**src/rtl/sram_pkg.sv**
```systemverilog
// Shared types and constants for the SRAM arbiter slice.
package sram_pkg;

    localparam int SRAM_ADDR_W = 18;
    localparam int SRAM_DATA_W = 16;

    // Access sequencer states
    typedef enum logic [1:0] {
        IDLE   = 2'd0,
        SETUP  = 2'd1,
        ACCESS = 2'd2,
        HOLD   = 2'd3
    } state_t;

    // Requester identifier, also used as the round-robin pointer
    typedef enum logic {
        REQ_A = 1'b0,
        REQ_B = 1'b1
    } req_id_t;

    // The requester that did not win; the pointer moves here after a grant
    function automatic req_id_t other_req(input req_id_t id);
        case (id)
            REQ_A:   return REQ_B;
            REQ_B:   return REQ_A;
            default: return REQ_A;
        endcase
    endfunction

endpackage

```
**src/rtl/sram_arbiter_rr.sv**
```systemverilog
// Two-way round-robin arbiter: one-hot grant plus the pointer for the next decision.
import sram_pkg::*;

module rr_arbiter_2 (
    input  logic       a_valid,
    input  logic       b_valid,
    input  req_id_t    ptr,
    input  logic       advance,
    output logic [1:0] grant,
    output req_id_t    ptr_next
);

    // Pick the winner: pointer breaks ties, a lone requester always wins
    always_comb begin
        grant = 2'b00;
        if (a_valid && b_valid) begin
            if (ptr == REQ_A) begin
                grant = 2'b01;
            end else begin
                grant = 2'b10;
            end
        end else if (a_valid) begin
            grant = 2'b01;
        end else if (b_valid) begin
            grant = 2'b10;
        end else begin
            grant = 2'b00;
        end
    end

    // After a grant the pointer moves to the requester that lost (or was absent)
    always_comb begin
        ptr_next = ptr;
        if (advance && grant[0]) begin
            ptr_next = other_req(REQ_A);
        end else if (advance && grant[1]) begin
            ptr_next = other_req(REQ_B);
        end else begin
            ptr_next = ptr;
        end
    end

endmodule

```
**src/rtl/sram_arbiter.sv**
```systemverilog
// Two-requester arbiter and fixed-timing access sequencer for a 256Kx16 async SRAM.
// Strobes are registered from the next state so each state's pin levels are
// present for the whole cycle the FSM spends in it, with no combinational glitches.
import sram_pkg::*;

module sram_arbiter #(
    parameter int WAIT_CYCLES = 2
) (
    input  logic                   clk,
    input  logic                   rst,
    input  logic                   a_valid,
    input  logic                   a_we,
    input  logic [SRAM_ADDR_W-1:0] a_addr,
    input  logic [SRAM_DATA_W-1:0] a_wdata,
    output logic                   a_ready,
    output logic                   a_rsp_valid,
    input  logic                   b_valid,
    input  logic                   b_we,
    input  logic [SRAM_ADDR_W-1:0] b_addr,
    input  logic [SRAM_DATA_W-1:0] b_wdata,
    output logic                   b_ready,
    output logic                   b_rsp_valid,
    output logic [SRAM_DATA_W-1:0] rsp_rdata,
    output logic [SRAM_ADDR_W-1:0] sram_adr,
    output logic [SRAM_DATA_W-1:0] sram_dat_out,
    output logic                   sram_dat_oe,
    input  logic [SRAM_DATA_W-1:0] sram_dat_in,
    output logic                   sram_oe_n,
    output logic                   sram_we_n,
    output logic                   sram_cs_n
);

    localparam logic [3:0] CNT_LAST = 4'(WAIT_CYCLES - 1);

    state_t                 state_r;
    state_t                 state_next_s;
    logic [3:0]             cnt_r;
    req_id_t                ptr_r;
    req_id_t                ptr_next_s;
    req_id_t                owner_r;
    logic                   req_we_r;
    logic [1:0]             grant_s;
    logic                   idle_s;
    logic                   accept_s;
    logic                   last_access_s;
    logic                   sel_we_s;
    logic [SRAM_ADDR_W-1:0] sel_addr_s;
    logic [SRAM_DATA_W-1:0] sel_wdata_s;
    logic                   we_next_s;
    logic                   cs_n_s;
    logic                   oe_n_s;
    logic                   we_n_s;
    logic                   dat_oe_s;
    logic [SRAM_ADDR_W-1:0] sram_adr_r;
    logic [SRAM_DATA_W-1:0] sram_dat_out_r;
    logic                   sram_dat_oe_r;
    logic                   sram_oe_n_r;
    logic                   sram_we_n_r;
    logic                   sram_cs_n_r;
    logic [SRAM_DATA_W-1:0] rsp_rdata_r;
    logic                   a_rsp_valid_r;
    logic                   b_rsp_valid_r;

    // Requests are only considered in IDLE and never while reset is held
    always_comb begin
        idle_s        = (state_r == IDLE) && rst;
        accept_s      = |grant_s;
        last_access_s = (state_r == ACCESS) && (cnt_r == CNT_LAST);
    end

    rr_arbiter_2 u_rr (
        .a_valid  (a_valid && idle_s),
        .b_valid  (b_valid && idle_s),
        .ptr      (ptr_r),
        .advance  (idle_s),
        .grant    (grant_s),
        .ptr_next (ptr_next_s)
    );

    // Ready pulses are the grant itself, so they stay combinational
    always_comb begin
        a_ready = grant_s[0];
        b_ready = grant_s[1];
    end

    // Mux the winning requester's fields for latching on accept
    always_comb begin
        sel_we_s    = a_we;
        sel_addr_s  = a_addr;
        sel_wdata_s = a_wdata;
        if (grant_s[1]) begin
            sel_we_s    = b_we;
            sel_addr_s  = b_addr;
            sel_wdata_s = b_wdata;
        end else begin
            sel_we_s    = a_we;
            sel_addr_s  = a_addr;
            sel_wdata_s = a_wdata;
        end
        if (accept_s) begin
            we_next_s = sel_we_s;
        end else begin
            we_next_s = req_we_r;
        end
    end

    // Next-state logic for the setup/access/hold sequence
    always_comb begin
        state_next_s = state_r;
        case (state_r)
            IDLE: begin
                if (accept_s) begin
                    state_next_s = SETUP;
                end else begin
                    state_next_s = IDLE;
                end
            end
            SETUP: begin
                state_next_s = ACCESS;
            end
            ACCESS: begin
                if (last_access_s) begin
                    state_next_s = HOLD;
                end else begin
                    state_next_s = ACCESS;
                end
            end
            HOLD: begin
                state_next_s = IDLE;
            end
            default: begin
                state_next_s = IDLE;
            end
        endcase
    end

    // Pin levels for the state being entered; OE and WE are never low together
    always_comb begin
        cs_n_s   = 1'b1;
        oe_n_s   = 1'b1;
        we_n_s   = 1'b1;
        dat_oe_s = 1'b0;
        case (state_next_s)
            IDLE: begin
                cs_n_s   = 1'b1;
            end
            SETUP: begin
                cs_n_s   = 1'b0;
                oe_n_s   = we_next_s;
                dat_oe_s = we_next_s;
            end
            ACCESS: begin
                cs_n_s   = 1'b0;
                oe_n_s   = we_next_s;
                we_n_s   = ~we_next_s;
                dat_oe_s = we_next_s;
            end
            HOLD: begin
                // Writes keep CS and data driven past the WE rising edge
                cs_n_s   = ~we_next_s;
                dat_oe_s = we_next_s;
            end
            default: begin
                cs_n_s   = 1'b1;
            end
        endcase
    end

    // FSM state, wait counter, pointer and latched request attributes
    always_ff @(posedge clk or negedge rst) begin
        if (!rst) begin
            state_r  <= IDLE;
            cnt_r    <= 4'd0;
            ptr_r    <= REQ_A;
            owner_r  <= REQ_A;
            req_we_r <= 1'b0;
        end else begin
            state_r <= state_next_s;
            ptr_r   <= ptr_next_s;
            if ((state_r == ACCESS) && (state_next_s == ACCESS)) begin
                cnt_r <= cnt_r + 4'd1;
            end else begin
                cnt_r <= 4'd0;
            end
            if (accept_s) begin
                owner_r  <= grant_s[1] ? REQ_B : REQ_A;
                req_we_r <= sel_we_s;
            end else begin
                owner_r  <= owner_r;
                req_we_r <= req_we_r;
            end
        end
    end

    // SRAM-side output registers; address and data hold their last value in IDLE
    always_ff @(posedge clk or negedge rst) begin
        if (!rst) begin
            sram_adr_r     <= 18'd0;
            sram_dat_out_r <= 16'd0;
            sram_dat_oe_r  <= 1'b0;
            sram_oe_n_r    <= 1'b1;
            sram_we_n_r    <= 1'b1;
            sram_cs_n_r    <= 1'b1;
        end else begin
            if (accept_s) begin
                sram_adr_r     <= sel_addr_s;
                sram_dat_out_r <= sel_wdata_s;
            end else begin
                sram_adr_r     <= sram_adr_r;
                sram_dat_out_r <= sram_dat_out_r;
            end
            sram_dat_oe_r <= dat_oe_s;
            sram_oe_n_r   <= oe_n_s;
            sram_we_n_r   <= we_n_s;
            sram_cs_n_r   <= cs_n_s;
        end
    end

    // Response pulse for the owner on entry to HOLD; read data captured at the end of ACCESS
    always_ff @(posedge clk or negedge rst) begin
        if (!rst) begin
            rsp_rdata_r   <= 16'd0;
            a_rsp_valid_r <= 1'b0;
            b_rsp_valid_r <= 1'b0;
        end else begin
            a_rsp_valid_r <= (state_next_s == HOLD) && (state_r == ACCESS) && (owner_r == REQ_A);
            b_rsp_valid_r <= (state_next_s == HOLD) && (state_r == ACCESS) && (owner_r == REQ_B);
            if (last_access_s && !req_we_r) begin
                rsp_rdata_r <= sram_dat_in;
            end else begin
                rsp_rdata_r <= rsp_rdata_r;
            end
        end
    end

    assign sram_adr     = sram_adr_r;
    assign sram_dat_out = sram_dat_out_r;
    assign sram_dat_oe  = sram_dat_oe_r;
    assign sram_oe_n    = sram_oe_n_r;
    assign sram_we_n    = sram_we_n_r;
    assign sram_cs_n    = sram_cs_n_r;
    assign rsp_rdata    = rsp_rdata_r;
    assign a_rsp_valid  = a_rsp_valid_r;
    assign b_rsp_valid  = b_rsp_valid_r;

endmodule
```
**config.mk**
```make
export PLATFORM = sky130hd
export DESIGN_NAME = sram_arbiter
export DESIGN_NICKNAME = d
export VERILOG_FILES = /design/src/rtl/sram_pkg.sv /design/src/rtl/sram_arbiter_rr.sv /design/src/rtl/sram_arbiter.sv
export SDC_FILE = /design/constraint.sdc
export NUM_CORES = 1
export LEC_CHECK = 0
export CORE_ASPECT_RATIO = 1.1
export CORE_MARGIN = 2
export CORE_UTILIZATION = 45
export CTS_CLUSTER_SIZE = 8
export DETAILED_ROUTE_END_ITERATION = 16
export DONT_BUFFER_PORTS = 1
export GPL_TIMING_DRIVEN = 1
export HOLD_SLACK_MARGIN = 0.15
export PLACE_DENSITY = 0.7
export SYNTH_ARGS = -nofsm -noshare
export SYNTH_HDL_FRONTEND = slang
export SYNTH_SLANG_ARGS = --single-unit
```
**constraint.sdc**
```tcl
create_clock -name clk -period 1.7 [get_ports clk]
set_clock_uncertainty 0.1 [all_clocks]
set_input_delay 0.17 -clock clk [delete_from_list [all_inputs] [get_ports clk]]
set_output_delay 0.17 -clock clk [all_outputs]
set_load 0.02 [all_outputs]
```
# Yosys cells after proc, flatten, opt, wreduce, memory -nomap -nowiden
# Cells that the tools add are included.
[op_classes]
n_eq_ne = 7
reduce_logical = 19
bitwise = 2
mux = 19
addsub = 1
[op_table]
columns = ["operator", "n"]
rows = [
  ["18-bit two-way mux", 1],
  ["16-bit two-way mux", 1],
  ["1-bit logical AND", 12],
  ["1-bit two-way mux", 10],
  ["2-bit equality test, second input constant", 4],
  ["2-bit two-way mux", 4],
  ["2-bit one-hot mux with 4 select lines", 1],
  ["4-bit by 1-bit adder with 4-bit output, second input constant", 1],
  ["2-bit by 1-bit equality test with 1-bit output, second input constant", 2],
  ["4-bit by 1-bit equality test with 1-bit output, second input constant", 1],
  ["2-bit zero test", 2],
  ["4-bit two-way mux", 1],
  ["2-bit OR reduction", 2],
  ["1-bit one-hot mux with 3 select lines", 1],
  ["3-bit OR reduction", 1],
  ["1-bit NOT", 2],
  ["2-bit nonzero test", 1],
  ["1-bit zero test", 1],
]
[totals]
input_bits = 90
out_inout_bits = 58
word_cells = 62
reg_bits = 65

# Logic depth before layout (Yosys ltp)
[logic_depth]
word_depth = 12
ltp_mapped = 9

# Hierarchy
# Synthesis repeated with hierarchy kept, for this count alone.
[hier_totals]
hier_cells = 241
hier_area_um2 = 2900.3
[modules_own_cells]
columns = ["module", "instances", "seq_area_each_um2", "cells_per_inst", "area_each_um2"]
rows = [
  ["sram_arbiter", 1, 1630.3, 236, 2870.3],
  ["rr_arbiter_2", 1, 0.0, 5, 30.0],
]

# Worst setup path after synthesis
# Ideal clock, no wire load.
[synth_path]
path_kind = "reg-to-reg"
start = "register state_r[0]"
end = "register b_rsp_valid_r (netlist: b_rsp_valid)"
setup_ns = 0.120
required_time_ns = 1.480
period_less_slack_ns = 1.764
setup_slack_ns = -0.064
stages_incl_launch_ff = 9
arrival_ns = 1.544
path_cell_list = "dfrtp_1 > inv_1 > ha_1 > o211ai_2 > buf_2 > o21a_1 > inv_2 > ha_1 > and3_1"
[synth_via]
elab_chain_cells = 12
elab_cells_between_ends = 19
classes_between = "eq/ne: 4; mux: 6; reduce/logical: 9"
[synth_lines]
columns = ["element", "line", "rtl"]
rows = [
  ["start: declaration", "sram_arbiter.sv:35", "state_t state_r;"],
  ["start signal: assignment", "sram_arbiter.sv:178", "state_r <= state_next_s;"],
  ["2-bit zero test", "sram_arbiter.sv:66, sram_arbiter.sv:110", ""],
  ["1-bit logical AND", "sram_arbiter.sv:66", "idle_s = (state_r == IDLE) && rst;"],
  ["1-bit logical AND", "sram_arbiter.sv:73", ".b_valid (b_valid && idle_s),"],
  ["2-bit two-way mux", "sram_arbiter_rr.sv:24", "end else if (b_valid) begin"],
  ["2-bit two-way mux", "sram_arbiter_rr.sv:22", "end else if (a_valid) begin"],
  ["2-bit two-way mux", "sram_arbiter_rr.sv:16", "if (a_valid && b_valid) begin"],
  ["2-bit OR reduction", "sram_arbiter.sv:67", "accept_s = |grant_s;"],
  ["1-bit two-way mux", "sram_arbiter.sv:112", "if (accept_s) begin"],
  ["2-bit one-hot mux with 4 select lines (*)", "sram_arbiter.sv:110", "case (state_r)"],
  ["net state_next_s[0]", "sram_arbiter.sv:36", "state_t state_next_s;"],
  ["2-bit equality test (*)", "sram_arbiter.sv:227", "b_rsp_valid_r <= (state_next_s == HOLD) && (state_r == ACCESS) && (owner_r == REQ_B);"],
  ["1-bit logical AND (*) (2 in series)", "sram_arbiter.sv:227", ""],
  ["end signal: assignment", "sram_arbiter.sv:227", ""],
  ["end: declaration", "sram_arbiter.sv:62", "logic b_rsp_valid_r;"],
]
# The timed path passes the listed nets; every way through them passes the cells marked *.
# A chain may end at the register's enable or synchronous reset.

# Final worst setup path
[layout_path]
start = "register state_r[1]"
end = "register sram_dat_out_r[2] (netlist: sram_dat_out[2])"
[layout_via]
elab_chain_cells = 7
elab_cells_between_ends = 10
classes_between = "mux: 4; reduce/logical: 6"
[layout_lines]
columns = ["element", "line", "rtl"]
rows = [
  ["2-bit zero test (*)", "sram_arbiter.sv:66", ""],
  ["1-bit logical AND (*)", "sram_arbiter.sv:66", ""],
  ["1-bit logical AND", "sram_arbiter.sv:73", ""],
  ["2-bit two-way mux", "sram_arbiter_rr.sv:24", ""],
  ["2-bit two-way mux", "sram_arbiter_rr.sv:22", ""],
  ["2-bit two-way mux (*)", "sram_arbiter_rr.sv:16", ""],
  ["16-bit two-way mux or 2-bit OR reduction (tied branches)", "sram_arbiter.sv:91, sram_arbiter.sv:67", ""],
  ["end signal: assignment", "sram_arbiter.sv:207", "sram_dat_out_r <= sel_wdata_s;"],
  ["end signal: assignment", "sram_arbiter.sv:210", "sram_dat_out_r <= sram_dat_out_r;"],
  ["end: declaration", "sram_arbiter.sv:55", "logic [SRAM_DATA_W-1:0] sram_dat_out_r;"],
]
# Every way passes the cells marked *; elsewhere a longest branch is shown, timed or not.

==> out/metrics.csv <==
stage;metric;value;unit
run_status;outcome;complete, but fails checks;
run_status;violations;negative hold slack, negative setup slack;
sta;slew_headroom;0.728;
setup_path;critPathMostFrequentCell;buf_12;
detailed_routing;routed_wirelength;8.39;mm
sta;fin_crit_sh;1.06;
layout;final_cell_mix;86 x dlygate4sd3_1, 62 x dfrtp_1, 34 x a221o_1, 28 x nor3b_2, 16 x mux2_1;
grt;grt_antenna_before_repair;0;
synth;yosysWarnings;0;
min_path;hold_class;input port to asynchronous set/reset pin;
die;die_h;90.8;um
synth;synth_fa_ha_area_frac;0.0284;
synth;synth_xor_area_frac;0.00568;
clock_tree;ctsLongestPathBuffers;2;
setup_path;crit_required;1.81;ns
detailed_routing;first_iter_violations;95;
layout;layout_commonest_cell;dlygate4sd3_1;
synth;ys_ff_latch;65;
die;num_rows;31;
detailed_routing;drt_pre_antenna_iters;4;
detailed_routing;ant_nets;0;
setup_path;crit_fanout;10;
power_and_ir_drop;power;0.00758;W
clock_tree;cts_root_buf;clkbuf_8;
layout;n_antenna_cell;0;
synth;synth.distinct_cells;34;
setup_path;reg2regPathDepth;8;
synth;syn_avg_cell_area;14.5;sq um
power_and_ir_drop;power.leakage;1.95;nW
sta;fin_setup_tns;-1.37;ns
setup_path;crit_type;flip-flop to flip-flop;
synth;synth_compound_area_frac;0.128;
sta;finalSetupViolations;27;
placement;io_buffers;0;
die;start_util;0.467;
sta;hold_ws;-0.582;ns
synth;syn_nets;309;
layout;final_net_count;424;
grt;grt_pass1_wl;12.9;mm
clock_tree;clk_latency;0.33;ns
power_and_ir_drop;powerDensity;1600;mW/mm^2
setup_path;crit_path_cell_trace;inv_2 -> ha_4 -> nand3_4 -> nor2b_4 -> buf_12 -> buf_12 -> bufbuf_16 -> a221o_1;
sta;period_needed;1.80;ns
grt;track_usage;0.218;
detailed_routing;wl_per_cell;20.3;um
job;drv_cap;0;
layout;drive_above_1_share;0.322;
placement;dp_slack;-0.114;ns
die;die_x;82.9;um
detailed_routing;drc_errors;0;
grt;grt_overflow_total;0;
synth;ys_seq_area_frac;0.529;
grt;grt_pass1_vias;2490;
detailed_routing;vias;2311;
clock_tree;cts_sinks;65;
die;die-area;0.00753;sq mm
sta;hold_viol;65;
detailed_routing;viasPerCell;5.58;
setup_path;slowest_delay;0.38;ns
clock_tree;cts_made_buffers;9;
synth;syn_inst;212;
grt;grt_max_degree;69;
setup_path;cp_data_arrival_time;1.91;ns
placement;dp_hpwl;4.32;mm
sta;worstMarginPinSlew;0.406;ns
die;io_pins;148;
clock_tree;cts.clk_slew.worst_paths;0.08;ns
setup_path;r2r_slack;-0.1;ns
synth;synth_top_family_by_area;simple AND/OR/NAND/NOR gates;
synth;syn_area;0.00308;sq mm
setup_path;reg2reg_from;state_r[1]$_DFF_PN0_;
setup_path;timing.rr.end;sram_dat_out[2]$_DFFE_PN0P_;
sta;fmax;557;MHz
sta;final_max_slew_viol_count;0;
setup_path;cp-start-kind;flip-flop;
setup_path;critPathCaptureType;flip-flop;
synth;synth_mux_area_frac;0.0617;
setup_path;cp_slowest_cell;dfrtp_1;
layout;syn_to_final_growth;53.6;%
clock_tree;cts_tree;built;
sta;grt_setup_unrepaired;true;
placement;gp_congestion;0.731;
sta;fin_ws;-0.0953;ns
die;coreArea;0.00659;sq mm
synth;synthSimpleGateAreaFrac;0.182;
clock_tree;h-tree-depth;3;
power_and_ir_drop;vdd_drop_max;1110;uV
critical path, delay by kind of cell (launching register included):
| family | cells | cell delay (ns) |
|---|---|---|
| flip-flops | 1 | 0.38 |
| AO/OA/AOI/OAI | 1 | 0.31 |
| AND/OR/NAND/NOR | 2 | 0.12 |
| buffers and inverters | 4 | 0.58 |
| adder cells (fa/ha/maj) | 1 | 0.17 |
state kept, by name, summed over array words and instances (netlist names):
name,flops
b_rsp_valid,1
ptr_r,1
a_rsp_valid,1
state_r,2
sram_cs_n,1
sram_dat_out,16
sram_adr,18
owner_r,1
cnt_r,4
sram_we_n,1
sram_dat_oe,1
rsp_rdata,16
req_we_r,1
sram_oe_n,1
cells in the mapped netlist:
master    count  share of area
dfrtp_1      62           0.50
a221o_1      34           0.11
nor3b_2      34           0.14
mux2_1       16          0.058
ha_1          7          0.028
nand2_1       7         0.0085
nor2_1        7         0.0085
buf_2         5         0.0081
inv_1         4         0.0049
buf_12        3          0.019
bufbuf_8      3          0.018
dfstp_2       3          0.026
nand2b_1      3         0.0061
clkbuf_1      2         0.0024
nand3_1       2         0.0032
nor2b_1       2         0.0041
a21boi_1      1         0.0024
a21o_1        1         0.0024
a21oi_1       1         0.0016
and3_1        1         0.0020
buf_4         1         0.0024
buf_6         1         0.0037
buf_8         1         0.0049
inv_2         1         0.0012
mux2i_1       1         0.0032
nand3_2       1         0.0032
nor2_4        1         0.0037
nor2b_4       1         0.0045
o211ai_2      1         0.0041
o21a_1        1         0.0024
o21ai_1       1         0.0016
o31a_1        1         0.0028
xnor2_1       1         0.0028
xor2_1        1         0.0028
layout make-up:
type	count	area (sq um)
clock inverter	7	76.3
multi-input combinational	126	1400
inverter	5	21.3
clock buffer	9	124
timing repair buffer	120	1380
sequential	65	1630
tap	82	103
fill	422	1860
power by group:
part | switching (W) | leakage, nW | internal (W)
clock network | 0.000629 | 0.0966 | 0.000689
logic | 0.00107 | 1.07 | 0.00155
registers | 0.00135 | 0.785 | 0.00229
layer usage:
layer | track usage | vias up | wire, um
li1 | - | 1032 | -
met3 | 0.0475 | 20 | 394
met1 | 0.246 | 1159 | 3230
met2 | 0.393 | 100 | 4520
met5 | 0 | - | 0
met4 | 0.0997 | 0 | 243
stage by stage:
stage	hold slack (ns)	cell area, sq um	cells	utilization
final	-0.582	4730	414	0.718
after CTS	-0.604	4520	405	0.685
after global routing	-0.608	4730	414	0.718
after global placement	-0.224	3150	291	0.477
after floorplan	-0.226	3090	212	-
after detailed placement	-0.225	3150	291	0.477
how the worst max path moves through the flow:
| stage | slack [ns] | to | startpoint | cells after the start |
|---|---|---|---|---|
| after floorplan | 0.004 | b_rsp_valid$_DFF_PN0_ | state_r[0]$_DFF_PN0_ | 8 |
| after global placement | -0.06 | sram_adr[1]$_DFFE_PN0P_ | state_r[0]$_DFF_PN0_ | 7 |
| after detailed placement | -0.11 | sram_adr[1]$_DFFE_PN0P_ | state_r[1]$_DFF_PN0_ | 7 |
| after CTS | -0.07 | sram_adr[15]$_DFFE_PN0P_ | state_r[1]$_DFF_PN0_ | 8 |
| after global routing | -0.16 | sram_dat_out[10]$_DFFE_PN0P_ | state_r[1]$_DFF_PN0_ | 9 |
| final | -0.1 | sram_dat_out[2]$_DFFE_PN0P_ | state_r[1]$_DFF_PN0_ | 8 |
what timing repair did:
action,CTS,global route
setup buffers,8,6
gates resized for setup,22,21
pin swaps,9,5
endpoints found under the hold margin,118,66
hold buffers,85,1
cloned,5,2
endpoints found under the setup margin,42,49
kinds of logic after synthesis:
group,Yosys count
and+or+nand+nor,59
muxes,17
AOI/OAI and AO/OA,41
xor gates and xnor gates,2
buffers and inverters,21
DFF,65
adders and majority gates,7
No activity file was read; power rests on OpenSTA's default activity.
